## src/rtl/fetch_pkg.sv

```systemverilog
// Shared definitions for the instruction fetch unit: bus widths, PC step,
// FSM state encoding and the prefetch queue entry layout.
package fetch_pkg;

  localparam int unsigned INSTR_W = 16;
  localparam int unsigned ADDR_W  = 16;
  localparam int unsigned PC_STEP = 2;

  // IDLE: no request; WAIT: request outstanding; DISCARD: outstanding, data dropped
  typedef enum logic [1:0] {
    IDLE    = 2'd0,
    WAIT    = 2'd1,
    DISCARD = 2'd2
  } fetch_state_e;

  // One prefetched instruction together with the address it came from
  typedef struct packed {
    logic [INSTR_W-1:0] instr;
    logic [ADDR_W-1:0]  pc;
  } fetch_entry_t;

endpackage

```

## src/rtl/fetch_fifo.sv

```systemverilog
// Prefetch queue: DEPTH entries of {instr, pc}, synchronous flush, head
// presented combinationally from storage, occupancy count output.
// Ports:
//   clk, rst_n  - clock, synchronous active-low reset
//   flush       - empty the queue this cycle (push/pop ignored)
//   push        - write push_data at the tail
//   push_data   - entry to write
//   pop         - drop the head entry (ignored while empty)
//   head        - head entry
//   head_valid  - queue not empty
//   count       - current occupancy
module fetch_fifo
  import fetch_pkg::*;
#(
  parameter int unsigned DEPTH = 4,
  localparam int unsigned PTR_W = $clog2(DEPTH),
  localparam int unsigned CNT_W = $clog2(DEPTH + 1)
) (
  input  logic               clk,
  input  logic               rst_n,
  input  logic               flush,
  input  logic               push,
  input  fetch_entry_t       push_data,
  input  logic               pop,
  output fetch_entry_t       head,
  output logic               head_valid,
  output logic [CNT_W-1:0]   count
);

  fetch_entry_t     mem [DEPTH];
  logic [PTR_W-1:0] rd_ptr;
  logic [PTR_W-1:0] wr_ptr;
  logic [CNT_W-1:0] count_q;
  logic             do_push;
  logic             do_pop;

  // A push into a full queue is only legal when the head leaves in the same cycle
  assign do_pop  = pop && (count_q != '0);
  assign do_push = push && ((count_q != CNT_W'(DEPTH)) || do_pop);

  // Storage and pointers; DEPTH is a power of two so pointers wrap naturally
  always_ff @(posedge clk) begin
    if (!rst_n) begin
      rd_ptr  <= '0;
      wr_ptr  <= '0;
      count_q <= '0;
      for (int i = 0; i < int'(DEPTH); i++) begin
        mem[i] <= '0;
      end
    end else if (flush) begin
      rd_ptr  <= '0;
      wr_ptr  <= '0;
      count_q <= '0;
    end else begin
      if (do_push) begin
        mem[wr_ptr] <= push_data;
        wr_ptr      <= wr_ptr + PTR_W'(1);
      end
      if (do_pop) begin
        rd_ptr <= rd_ptr + PTR_W'(1);
      end
      count_q <= count_q + CNT_W'(do_push) - CNT_W'(do_pop);
    end
  end

  assign head       = mem[rd_ptr];
  assign head_valid = (count_q != '0);
  assign count      = count_q;

endmodule

```

## src/rtl/fetch_unit.sv

```systemverilog
// Instruction fetch unit: issues one halfword read at a time to instruction
// memory, buffers returned instructions in a prefetch queue, and handles
// redirects (jumps/taken branches) by flushing and refetching.
// Ports:
//   clk, rst_n              - clock, synchronous active-low reset
//   imem_req/imem_addr      - read request and its halfword byte address
//   imem_ack/imem_rdata     - request accepted, data valid this cycle
//   redirect/redirect_pc    - flush the queue and restart fetch at redirect_pc
//   instr_valid/instr/instr_pc - queue head and its address
//   instr_ready             - datapath consumes the head this cycle
module fetch_unit
  import fetch_pkg::*;
#(
  parameter int unsigned        DEPTH    = 4,
  parameter logic [ADDR_W-1:0]  RESET_PC = 16'h0000
) (
  input  logic               clk,
  input  logic               rst_n,
  output logic               imem_req,
  output logic [ADDR_W-1:0]  imem_addr,
  input  logic               imem_ack,
  input  logic [INSTR_W-1:0] imem_rdata,
  input  logic               redirect,
  input  logic [ADDR_W-1:0]  redirect_pc,
  output logic               instr_valid,
  output logic [INSTR_W-1:0] instr,
  output logic [ADDR_W-1:0]  instr_pc,
  input  logic               instr_ready
);

  localparam int unsigned CNT_W = $clog2(DEPTH + 1);

  fetch_state_e       state;
  fetch_state_e       state_n;
  logic [ADDR_W-1:0]  fetch_pc;
  logic [ADDR_W-1:0]  fetch_pc_n;
  logic [ADDR_W-1:0]  addr_n;
  logic               req_n;
  logic               push;
  logic               pop;
  logic               room;
  logic [CNT_W-1:0]   count;
  logic [CNT_W-1:0]   count_n;
  logic               head_valid;
  fetch_entry_t       head;
  fetch_entry_t       push_data;
  logic [ADDR_W-1:0]  redirect_tgt;
  logic               redirect_lsb_unused;

  // Instructions are halfword aligned; the low address bit is discarded
  assign redirect_tgt        = {redirect_pc[ADDR_W-1:1], 1'b0};
  assign redirect_lsb_unused = redirect_pc[0];

  assign push_data.instr = imem_rdata;
  assign push_data.pc    = imem_addr;

  // Next-state, queue control and request generation
  always_comb begin
    state_n    = state;
    fetch_pc_n = fetch_pc;
    addr_n     = imem_addr;
    req_n      = imem_req;
    push       = 1'b0;
    pop        = 1'b0;
    count_n    = count;
    room       = 1'b0;

    // Only a live (non-discarded) request delivers data; a redirect drops it
    push = imem_req && imem_ack && (state == WAIT) && !redirect;
    pop  = head_valid && instr_ready && !redirect;

    // Occupancy after this cycle decides whether another request fits
    if (redirect) begin
      count_n = '0;
    end else begin
      count_n = count + CNT_W'(push) - CNT_W'(pop);
    end
    room = (count_n < CNT_W'(DEPTH));

    if (redirect) begin
      fetch_pc_n = redirect_tgt;
    end else if (push) begin
      fetch_pc_n = fetch_pc + ADDR_W'(PC_STEP);
    end

    case (state)
      IDLE: begin
        if (room) begin
          state_n = WAIT;
        end
      end
      WAIT: begin
        if (imem_ack) begin
          state_n = room ? WAIT : IDLE;
        end else if (redirect) begin
          state_n = DISCARD;
        end
      end
      DISCARD: begin
        if (imem_ack) begin
          state_n = IDLE;
        end
      end
      default: begin
        state_n = IDLE;
      end
    endcase

    // A fresh request latches its address; an outstanding one holds it until ack
    req_n = (state_n != IDLE);
    if ((state_n == WAIT) && ((state != WAIT) || imem_ack)) begin
      addr_n = fetch_pc_n;
    end
  end

  // State, PC and request registers
  always_ff @(posedge clk) begin
    if (!rst_n) begin
      state     <= IDLE;
      fetch_pc  <= RESET_PC;
      imem_req  <= 1'b0;
      imem_addr <= RESET_PC;
    end else begin
      state     <= state_n;
      fetch_pc  <= fetch_pc_n;
      imem_req  <= req_n;
      imem_addr <= addr_n;
    end
  end

  fetch_fifo #(
    .DEPTH (DEPTH)
  ) u_fifo (
    .clk        (clk),
    .rst_n      (rst_n),
    .flush      (redirect),
    .push       (push),
    .push_data  (push_data),
    .pop        (pop),
    .head       (head),
    .head_valid (head_valid),
    .count      (count)
  );

  assign instr_valid = head_valid;
  assign instr       = head.instr;
  assign instr_pc    = head.pc;

endmodule

```

## config.mk

```make
export PLATFORM = sky130hd
export DESIGN_NAME = fetch_unit
export DESIGN_NICKNAME = d
export VERILOG_FILES = /design/src/rtl/fetch_pkg.sv /design/src/rtl/fetch_fifo.sv /design/src/rtl/fetch_unit.sv
export SDC_FILE = /design/constraint.sdc
export NUM_CORES = 1
export LEC_CHECK = 0
export CAP_MARGIN = 20
export CORE_ASPECT_RATIO = 0.9
export CORE_MARGIN = 5
export CORE_UTILIZATION = 40
export DETAILED_ROUTE_END_ITERATION = 6
export SLEW_MARGIN = 20
export SYNTH_ARGS = -nofsm -noshare
export SYNTH_HDL_FRONTEND = slang
export SYNTH_SLANG_ARGS = --single-unit
```

## constraint.sdc

```tcl
create_clock -name clk -period 5.24 [get_ports clk]
set_input_delay 0.786 -clock clk [delete_from_list [all_inputs] [get_ports clk]]
set_output_delay 0.786 -clock clk [all_outputs]
set_load 0.01 [all_outputs]
```

==> results of run 1 <==
## cell type report
cell class	instances	area, um2	area share
well taps	245	307	0.0329
multi-input cells	317	2670	0.286
clock buffers	17	425	0.0456
flip-flops and latches	172	4730	0.507
inverters	14	52.6	0.00564
repair buffers	98	948	0.102
clock inverters	15	193	0.0207
## power breakdown
group / leakage [nW] / switching [mW] / internal, mW
registers: 1.69 / 0.0512 / 1.52
clock network: 0.300 / 0.519 / 0.797
logic: 1.45 / 0.113 / 0.119
## registers in the layout, summed over array words and instances (netlist names), named ones only
register       count
state              2
u_fifo.mem       128
u_fifo.wr_ptr      2
fetch_pc          16
imem_req           1
u_fifo.count       3
imem_addr         16
u_fifo.rd_ptr      2
## cells in the final DEF, fill, tap and decap left out, types with 2 or more instances in the layout
| cell | n |
|---|---|
| mux2i_1 | 2 |
| nand3_1 | 8 |
| clkdlybuf4s50_1 | 85 |
| clkinv_2 | 4 |
| a21oi_1 | 13 |
| clkinvlp_2 | 2 |
| o22a_1 | 16 |
| buf_4 | 13 |
| o221ai_1 | 2 |
| ha_1 | 5 |
| inv_1 | 13 |
| nor3_1 | 3 |
| nor4_1 | 4 |
| nand4_1 | 6 |
| dfxtp_1 | 43 |
| inv_6 | 3 |
| nor2_1 | 13 |
| xor2_1 | 6 |
| edfxtp_1 | 128 |
| and3_1 | 34 |
| nor2_2 | 3 |
| nand2b_1 | 2 |
| bufinv_16 | 4 |
| mux4_2 | 32 |
| xnor2_1 | 11 |
| and2_1 | 100 |
| o21ai_0 | 11 |
| clkbuf_16 | 17 |
| nand2_1 | 19 |
| o21ai_4 | 2 |
## worst reg2reg max path, cell delays in order (launching register included)
cell and delay [ns]:
dfxtp_1 0.44, nand4b_4 0.26, nor2_2 0.16, buf_4 0.36, nand2_1 0.27, inv_1 0.24
nand2_1 0.14, o21ai_4 0.15, buf_4 0.48
## kinds of logic (layout without fill, tap and decap cells)
| kind of cell | count (synthesis) | after routing | share of synthesized area |
|---|---|---|---|
| and+or+nand+nor | 206 | 206 | 0.167 |
| DFF | 172 | 172 | 0.627 |
| AOI/OAI and AO/OA | 54 | 54 | 0.0511 |
| buffers and inverters | 46 | 144 | 0.0261 |
| muxes | 34 | 34 | 0.0983 |
| xor gates and xnor gates | 17 | 17 | 0.0198 |
| adders and majority gates | 6 | 6 | 0.0110 |
## routing by layer
layer | track usage | part of all wire | up-vias
li1 | - | - | 2161
met1 | 0.215 | 0.45 | 2330
met2 | 0.270 | 0.50 | 131
met3 | 0.0392 | 0.046 | 10
met4 | 0.0386 | 0.0069 | 0
met5 | 0 | 0 | -
## metrics by stage
step                hold WS, ns  power, mW  setup WS [ns]   util  instances
floorplan                 0.429       1.70          0.960      -        535
detailed placement        0.450       1.84           1.16  0.471        846
global placement          0.441       1.83           1.20  0.471        846
CTS                       0.464       3.15           1.54  0.505        878
finish                    0.460       3.12           1.57  0.505        878
global route              0.482       3.23           1.30  0.505        878
## worst paths after layout
kind | from | to | slack (ns) | cells past startpoint
setup / recovery | redirect | imem_addr[14]$_SDFFE_PN0P_ | 1.57 | 10
hold / removal | fetch_pc[0]$_SDFF_PN0_ | fetch_pc[0]$_SDFF_PN0_ | 0.46 | 1
setup reg to reg | state[0]$_SDFF_PN0_ | u_fifo.mem[1][14]$_SDFFCE_PN0P_ | 2.37 | 8
hold reg to reg | fetch_pc[0]$_SDFF_PN0_ | fetch_pc[0]$_SDFF_PN0_ | 0.46 | 1
==> results.md, run 1 <==
- Post-route cell area: 9320 um2
- Core Box Area: 18,500 um2
- YS warnings: 0
- Antenna diodes: 0
- Hold Crit Class: register to register
- Fill count: 1,629
- WP buf/inv: 3
- Worst Tran Pin Value: 0.969 ns
- Post-DP Area: 8700 um2
- Post-Route WL: 17.0 mm
- Post-synthesis cell type count: 54
- Pleak: 3.44 nW
- Period utilization: 0.700
- Crit path arrival time: 4.03 ns
- Max Slew Vio Count: 0
- Fin. Hold Viols: 0
- PostCTS Resize Cnt: 0
- Worst-path clk slew: 0.06 ns
- CP required: 5.60 ns
- Clock Skew: 0.0124 ns
- Worst vdd ir: 230 uV
- Post-synth top area share: 0.510
- # H-tree levels: 4
- Pre-antenna DRT Iters: 4
- Post-route DRC violation count: 0
- Critical Path Start Type: input port
- TritonCTS clock tree: done
- Largest net degree at the start of global routing: 35
- # port buffers: 85
- Setup TNS: 0 ns
- Nets: 663
- I/O pins: 87
- Status: finished, final reports clean
- Post-synth EDFFs: 128
- Die width: 155 um
- Yosys top cell by area: edfxtp_1
- GRT Total Usage: 0.162
- Min Tclk post-route: 3.67 ns
- Die Y: 140 um
- Flops & latches, synth: 172
- Clk root buf: clkbuf_16
- Post-CTS setup buffer count: 0
- Final setup fails: 0
- Pwr dens: 335 nW/um2
- Most area-consuming cells after synthesis: edfxtp_1 (51%), dfxtp_1 (12%), mux4_2 (9.6%)
- Synthesized net count: 578
- Max-Cap Viols: 0
- Commonest cells post-synth: edfxtp_1 (128), and2_1 (100), dfxtp_1 (44)
- Fmax: 0.273 GHz
- Critical Path, Cell by Cell: clkdlybuf4s50_1 > inv_1 > and3_1 > ha_1 > inv_1 > ha_1 > a31oi_4 > xnor2_1 > o21ai_2 > o22a_1
- Syn avg cell area: 14.1 um2
- CP Max Fanout: 31
- Clk buf depth: 2
- Initial Util: 0.408
- Worst setup EP type: register
- First-pass GRT wire length: 27.2 mm
- RSZ-0062 raised after global routing: no
- Dpl hpwl: 10.4 mm
- Critical path's slowest cell: inv_1
- TritonCTS Buffers: 17
- Crit path kind: input port to register
- Sink Count: 172
- Iteration-0 DRC Markers: 249
- Via Count: 4,632
- Via count of the first global-routing pass: 4,963
- Ys async rst share: 0
- DR vias/cell: 5.28
- Routability cong.: 0.849
- Initial antenna violation count: 0
- Slew HR: 0.354
- Area Growth Syn to Fin: 23.7%
- Syn Inst Count: 535
- Routed Antenna Nets: 0
- Family with the most delay on the worst path: buffers and inverters
- CP max stage delay: 0.74 ns
- Clock Latency Late Sink: 0.42 ns
- Top-count cell post-synth: edfxtp_1
- Gr ovfl total: 0
- Die area: 21,700 um2
- Post-synthesis cell area: 7540 um2
- Register area share after synthesis: 0.627
- Share of layout cells above drive strength 1: 0.148
- Std-Cell Rows: 47
- Hold-fix buffers at CTS: 0
- DR WL/cell: 19.3 um
- Post-synth top flop: edfxtp_1
No activity file was read; power rests on OpenSTA's default activity.
==> inputs of run 2 (changes only) <==
==> constraint.sdc (replaced) <==
create_clock -name clk -period 3.5 [get_ports clk]
set_input_delay 0.525 -clock clk [delete_from_list [all_inputs] [get_ports clk]]
set_output_delay 0.525 -clock clk [all_outputs]
set_load 0.01 [all_outputs]
==> results.md, run 2 (synthesized netlist as in run 1, its figures left out) <==
- Min Tclk post-route: 2.65 ns
- Die width: 155 um (unchanged)
- Post-DP Area: 8810 um2 (+1.2%)
- Max Slew Vio Count: 0 (unchanged)
- DR WL/cell: 18.7 um (-3.1%)
- Routability cong.: 0.882 (+3.9%)
- Worst Tran Pin Value: 0.680 ns (-0.289 ns)
- Power, Total: 4.56 mW (+46%)
- Largest register FFs: 128 (unchanged)
- Largest net degree at the start of global routing: 33 (-5.7%)
- Dpl hpwl: 10.1 mm (-3.0%)
- CP Max Fanout: 32 (+3.2%)
- Clock Latency Late Sink: 0.42 ns (about the same)
- Clk root buf: clkbuf_16
- Post-layout util: 0.508 (+0.00352)
- Setup TNS: 0 ns (unchanged)
- Die area: 21,700 um2 (unchanged)
- Area Growth Syn to Fin: 24.5%
- Post-route cell area: 9390 um2 (+0.70%)
- Final setup fails: 0 (unchanged)
- Reg with most FFs: u_fifo.mem
- TritonCTS Buffers: 17 (unchanged)
- Post-CTS setup buffer count: 0 (unchanged)
- Fin cells: 881 (+0.34%)
- Most frequent cells in the layout: edfxtp_1 (128), and2_1 (100), clkdlybuf4s50_1 (85)
- # port buffers: 85 (unchanged)
- Die Y: 140 um (unchanged)
- CP required: 2.97 ns (-2.63 ns)
- DR vias/cell: 5.22 (-0.99%)
- Placed insts: 850 (+0.47%)
- # H-tree levels: 4 (unchanged)
- Metal3 WL: 855 um (+9.1%)
- Routed Antenna Nets: 0 (unchanged)
- Core Box Area: 18,500 um2 (unchanged)
- Initial Util: 0.408 (unchanged)
- Antenna diodes: 0 (unchanged)
- Worst-path clk slew: 0.06 ns (about the same)
- Gr ovfl total: 0 (unchanged)
- First-pass GRT wire length: 26.8 mm (-1.5%)
- Met2 WL: 8.08 mm (-3.9%)
- M1 WL: 7.40 mm (-3.4%)
- Iteration-0 DRC Markers: 263 (+5.6%)
- Slew HR: 0.546 (+0.193)
- Fin. Hold Viols: 0 (unchanged)
- Hold Crit Class: register to register
- Critical Path Start Type: register
- Pre-antenna DRT Iters: 4 (unchanged)
- Pwr dens: 486 nW/um2 (+45%)
- Sink Count: 172 (unchanged)
- Commonest non-fill, non-tap cell in the layout: edfxtp_1
- Fill count: 1,589 (-2.5%)
- Fmax: 0.377 GHz
- Hold-fix buffers at CTS: 0 (unchanged)
- Uppermost layer routed: met4
- Crit path arrival time: 2.12 ns (-1.91 ns)
- Pleak: 3.46 nW (+0.65%)
- Via count of the first global-routing pass: 4,826 (-2.8%)
- TritonCTS clock tree: done
- RSZ-0062 raised after global routing: no
- Via Count: 4,602 (-0.65%)
- Initial antenna violation count: 0 (unchanged)
- Share of layout cells above drive strength 1: 0.145 (-0.00385)
- Worst setup EP type: primary output
- Max-Cap Viols: 0 (unchanged)
- Nets: 667 (+0.60%)
- Std-Cell Rows: 47 (unchanged)
- Status: finished, final reports clean
- GRT Total Usage: 0.160 (-0.00168)
- Post-route DRC violation count: 0 (unchanged)
- Crit path kind: register to primary output
- Post-Route WL: 16.5 mm (-2.8%)
- Clk buf depth: 2 (unchanged)
- Top flop regs: u_fifo.mem: 128 flops, fetch_pc: 16 flops, imem_addr: 16 flops
- I/O pins: 87 (unchanged)
- Period utilization: 0.757
- PostCTS Resize Cnt: 0 (unchanged)
- Worst vdd ir: 377 uV (+64%)
- Clock Skew: 0.00671 ns (-0.00571 ns)
[run 2: changes by cell type in the layout (fill, tap and decap cells not counted)]
cell,delta
inv_6,-1
bufinv_16,-1
clkinv_1,+4
clkinv_2,-2
buf_4,-2
clkinvlp_2,-2
clkbuf_1,+1
buf_12,+6
[run 2: stage by stage]
| stage | setup slack (ns) | hold WS [ns] |
|---|---|---|
| 6_report | 0.850 | 0.472 |
| 3_3_place_gp | 0.648 | 0.449 |
| 2_1_floorplan | 0.323 | 0.429 |
| 3_5_place_dp | 0.600 | 0.458 |
| 4_1_cts | 0.794 | 0.473 |
| 5_1_grt | 0.725 | 0.495 |
[run 2: final timing paths]
| path | cells past startpoint | start | slack (ns) | endpoint |
|---|---|---|---|---|
| setup / recovery | 3 | register | 0.85 | instr_pc[3] |
| hold reg to reg | 1 | fetch_pc[0]$_SDFF_PN0_ | 0.47 | fetch_pc[0]$_SDFF_PN0_ |
| setup reg to reg | 9 | u_fifo.count[1]$_SDFF_PP0_ | 0.89 | imem_addr[14]$_SDFFE_PN0P_ |
| hold / removal | 1 | fetch_pc[0]$_SDFF_PN0_ | 0.47 | fetch_pc[0]$_SDFF_PN0_ |
[run 2: critical path, stage by stage, from the launching register on]
cell and delay, ns:
dfxtp_2 0.34, buf_12 0.27, mux4_2 0.58, clkdlybuf4s50_1 0.50
[run 2: report_power, final]
group | switching (mW) | internal (mW)
clock network | 0.739 | 1.11
registers | 0.0718 | 2.28
logic | 0.172 | 0.186
total | 0.983 | 3.58
[run 2: routing by layer]
| layer | track usage | vias to the layer above |
|---|---|---|
| li1 | - | 2174 |
| met1 | 0.219 | 2272 |
| met2 | 0.257 | 143 |
| met3 | 0.0386 | 13 |
| met4 | 0.0446 | 0 |
| met5 | 0 | - |
[run 2: layout make-up]
type / count / area [um2] / share of cell area
clock buffers: 18 / 429 / 0.0457
clock inverters: 13 / 149 / 0.0159
inverters: 14 / 52.6 / 0.00560
multi-input cells: 317 / 2670 / 0.284
flip-flops and latches: 172 / 4730 / 0.504
well taps: 245 / 307 / 0.0327
repair buffers: 102 / 1050 / 0.112
==> inputs of run 3 (changes only) <==
==> constraint.sdc (replaced) <==
create_clock -name clk -period 2.7 [get_ports clk]
set_input_delay 0.405 -clock clk [delete_from_list [all_inputs] [get_ports clk]]
set_output_delay 0.405 -clock clk [all_outputs]
set_load 0.01 [all_outputs]
==> results.md, run 3 (synthesized netlist as in run 1, its figures left out) <==
- GRT Total Usage: 0.162 (+0.00187)
- Family with the most delay on the worst path: buffers and inverters
- Pwr dens: 647 nW/um2 (+33%)
- Worst Tran Pin Value: 0.624 ns (-0.0559 ns)
- Dpl hpwl: 10.7 mm (+5.3%)
- CP required: 2.30 ns (-0.67 ns)
- Via Count: 4,674 (+1.6%)
- Period utilization: 0.944
- Status: finished, final reports clean
- Largest net degree at the start of global routing: 38 (+15%)
- Max Slew Vio Count: 0 (unchanged)
- Crit path arrival time: 2.14 ns (+0.02 ns)
- Routed Antenna Nets: 0 (unchanged)
- Min Tclk post-route: 2.55 ns
- First-pass GRT wire length: 27.0 mm (+0.85%)
- Post-CTS setup buffer count: 0 (unchanged)
- Area Growth Syn to Fin: 27.2%
- CP Max Fanout: 32 (unchanged)
- # H-tree levels: 4 (unchanged)
- Iteration-0 DRC Markers: 293 (+11%)
- Fmax: 0.392 GHz
- Worst setup EP type: primary output
- Sink Count: 172 (unchanged)
- TritonCTS Buffers: 17 (unchanged)
- DR WL/cell: 19.3 um (+3.0%)
- Post-route DRC violation count: 0 (unchanged)
- Worst-path clk slew: 0.06 ns (about the same)
- Hold_ws: 0.465 ns (-0.00697 ns)
- Fin. Hold Viols: 0 (unchanged)
- Via count of the first global-routing pass: 4,936 (+2.3%)
- Max-Cap Viols: 0 (unchanged)
- Setup TNS: 0 ns (unchanged)
- Initial Util: 0.408 (unchanged)
- # port buffers: 85 (unchanged)
- Fin cells: 889 (+0.91%)
- Initial antenna violation count: 0 (unchanged)
- Most frequent cells in the layout: edfxtp_1 (128), and2_1 (100), clkdlybuf4s50_1 (85)
- Pre-antenna DRT Iters: 4 (unchanged)
- Crit path kind: register to primary output
- Critical Path, Cell by Cell: buf_12 > mux4_2 > clkdlybuf4s50_1
- Pre-CTS WS: -0.205 ns (-0.805 ns)
- Commonest non-fill, non-tap cell in the layout: edfxtp_1
- Critical Path Start Type: register
- I/O pins: 87 (unchanged)
- Clk root buf: clkbuf_16
- Core Box Area: 18,500 um2 (unchanged)
- Die width: 155 um (unchanged)
- Clk buf depth: 2 (unchanged)
- Nets: 674 (+1.0%)
- Gr ovfl total: 0 (unchanged)
- Final WS setup: 0.151 ns (-0.700 ns)
- Reg with most FFs: u_fifo.mem
- Clock Skew: 0.00838 ns (+0.00167 ns)
- Post-Route WL: 17.2 mm (+4.0%)
- PostCTS Resize Cnt: 0 (unchanged)
- Final setup fails: 0 (unchanged)
- WP buf/inv: 2 (unchanged)
- TritonCTS clock tree: done
- Pleak: 3.55 nW (+2.8%)
- Largest register FFs: 128 (unchanged)
- Critical path's slowest cell: mux4_2
- Routability cong.: 0.808 (-8.4%)
- Placed insts: 856 (+0.71%)
- Slew HR: 0.583 (+0.0369)
- Antenna diodes: 0 (unchanged)
- CP max stage delay: 0.58 ns (about the same)
- Die Y: 140 um (unchanged)
- Die area: 21,700 um2 (unchanged)
- Worst vdd ir: 430 uV (+14%)
- Top flop regs: u_fifo.mem: 128 flops, fetch_pc: 16 flops, imem_addr: 16 flops
- Std-Cell Rows: 47 (unchanged)
- DR vias/cell: 5.26 (+0.65%)
- Clock Latency Late Sink: 0.42 ns (about the same)
- Hold-fix buffers at CTS: 0 (unchanged)
- Hold Crit Class: register to register
- Share of layout cells above drive strength 1: 0.161 (+0.0168)
[run 3: cell types whose count changed in the layout (fill, tap and decap cells not counted), moves of 2 or more]
cell / change
clkinv_1: -4
buf_12: +3
buf_4: +3
clkbuf_16: +3
clkbuf_8: +3
inv_6: -2
[run 3: per-stage QoR]
stage,power [mW],utilization,instance area [um2]
floorplan,3.29,-,7550
global placement,3.57,0.481,8890
detailed placement,3.59,0.481,8890
CTS,6.25,0.518,9560
global route,6.42,0.519,9580
finish,6.20,0.519,9580
[run 3: cell type report]
type	count	area, um2
Clock buffer	25	549
Inverter	14	52.6
Multi-Input combinational cell	317	2680
Clock inverter	7	119
Fill cell	1550	8880
Tap cell	245	307
Timing Repair Buffer	109	1150
Sequential cell	172	4730
[run 3: where the power goes]
| group | switching [mW] | leakage (nW) | internal, mW |
|---|---|---|---|
| logic | 0.228 | 1.54 | 0.248 |
| clock network | 0.969 | 0.329 | 1.70 |
| registers | 0.0981 | 1.69 | 2.96 |
[run 3: final timing paths]
check	to	start	slack, ns	cells past startpoint
hold reg to reg	fetch_pc[0]$_SDFF_PN0_	fetch_pc[0]$_SDFF_PN0_	0.47	1
setup / recovery	instr_pc[3]	register	0.15	3
setup reg to reg	imem_addr[5]$_SDFFE_PN0P_	u_fifo.count[1]$_SDFF_PP0_	0.21	10
hold / removal	fetch_pc[0]$_SDFF_PN0_	fetch_pc[0]$_SDFF_PN0_	0.47	1
[run 3: worst reg2reg max path, cell delays in order, from the launching register on]
cell and delay [ns]:
dfxtp_1 0.37, or3_1 0.42, and3_1 0.21, ha_1 0.17
inv_1 0.05, ha_1 0.24, a31oi_4 0.20, mux2i_2 0.26
nor2b_1 0.15, buf_4 0.21, o22a_1 0.16
[run 3: layer usage]
layer,global-route usage,wire [um],vias to the layer above
li1,-,-,2184
met1,0.206,7500,2354
met2,0.276,8700,120
met3,0.0373,751,16
met4,0.0497,209,0
met5,0,0,-
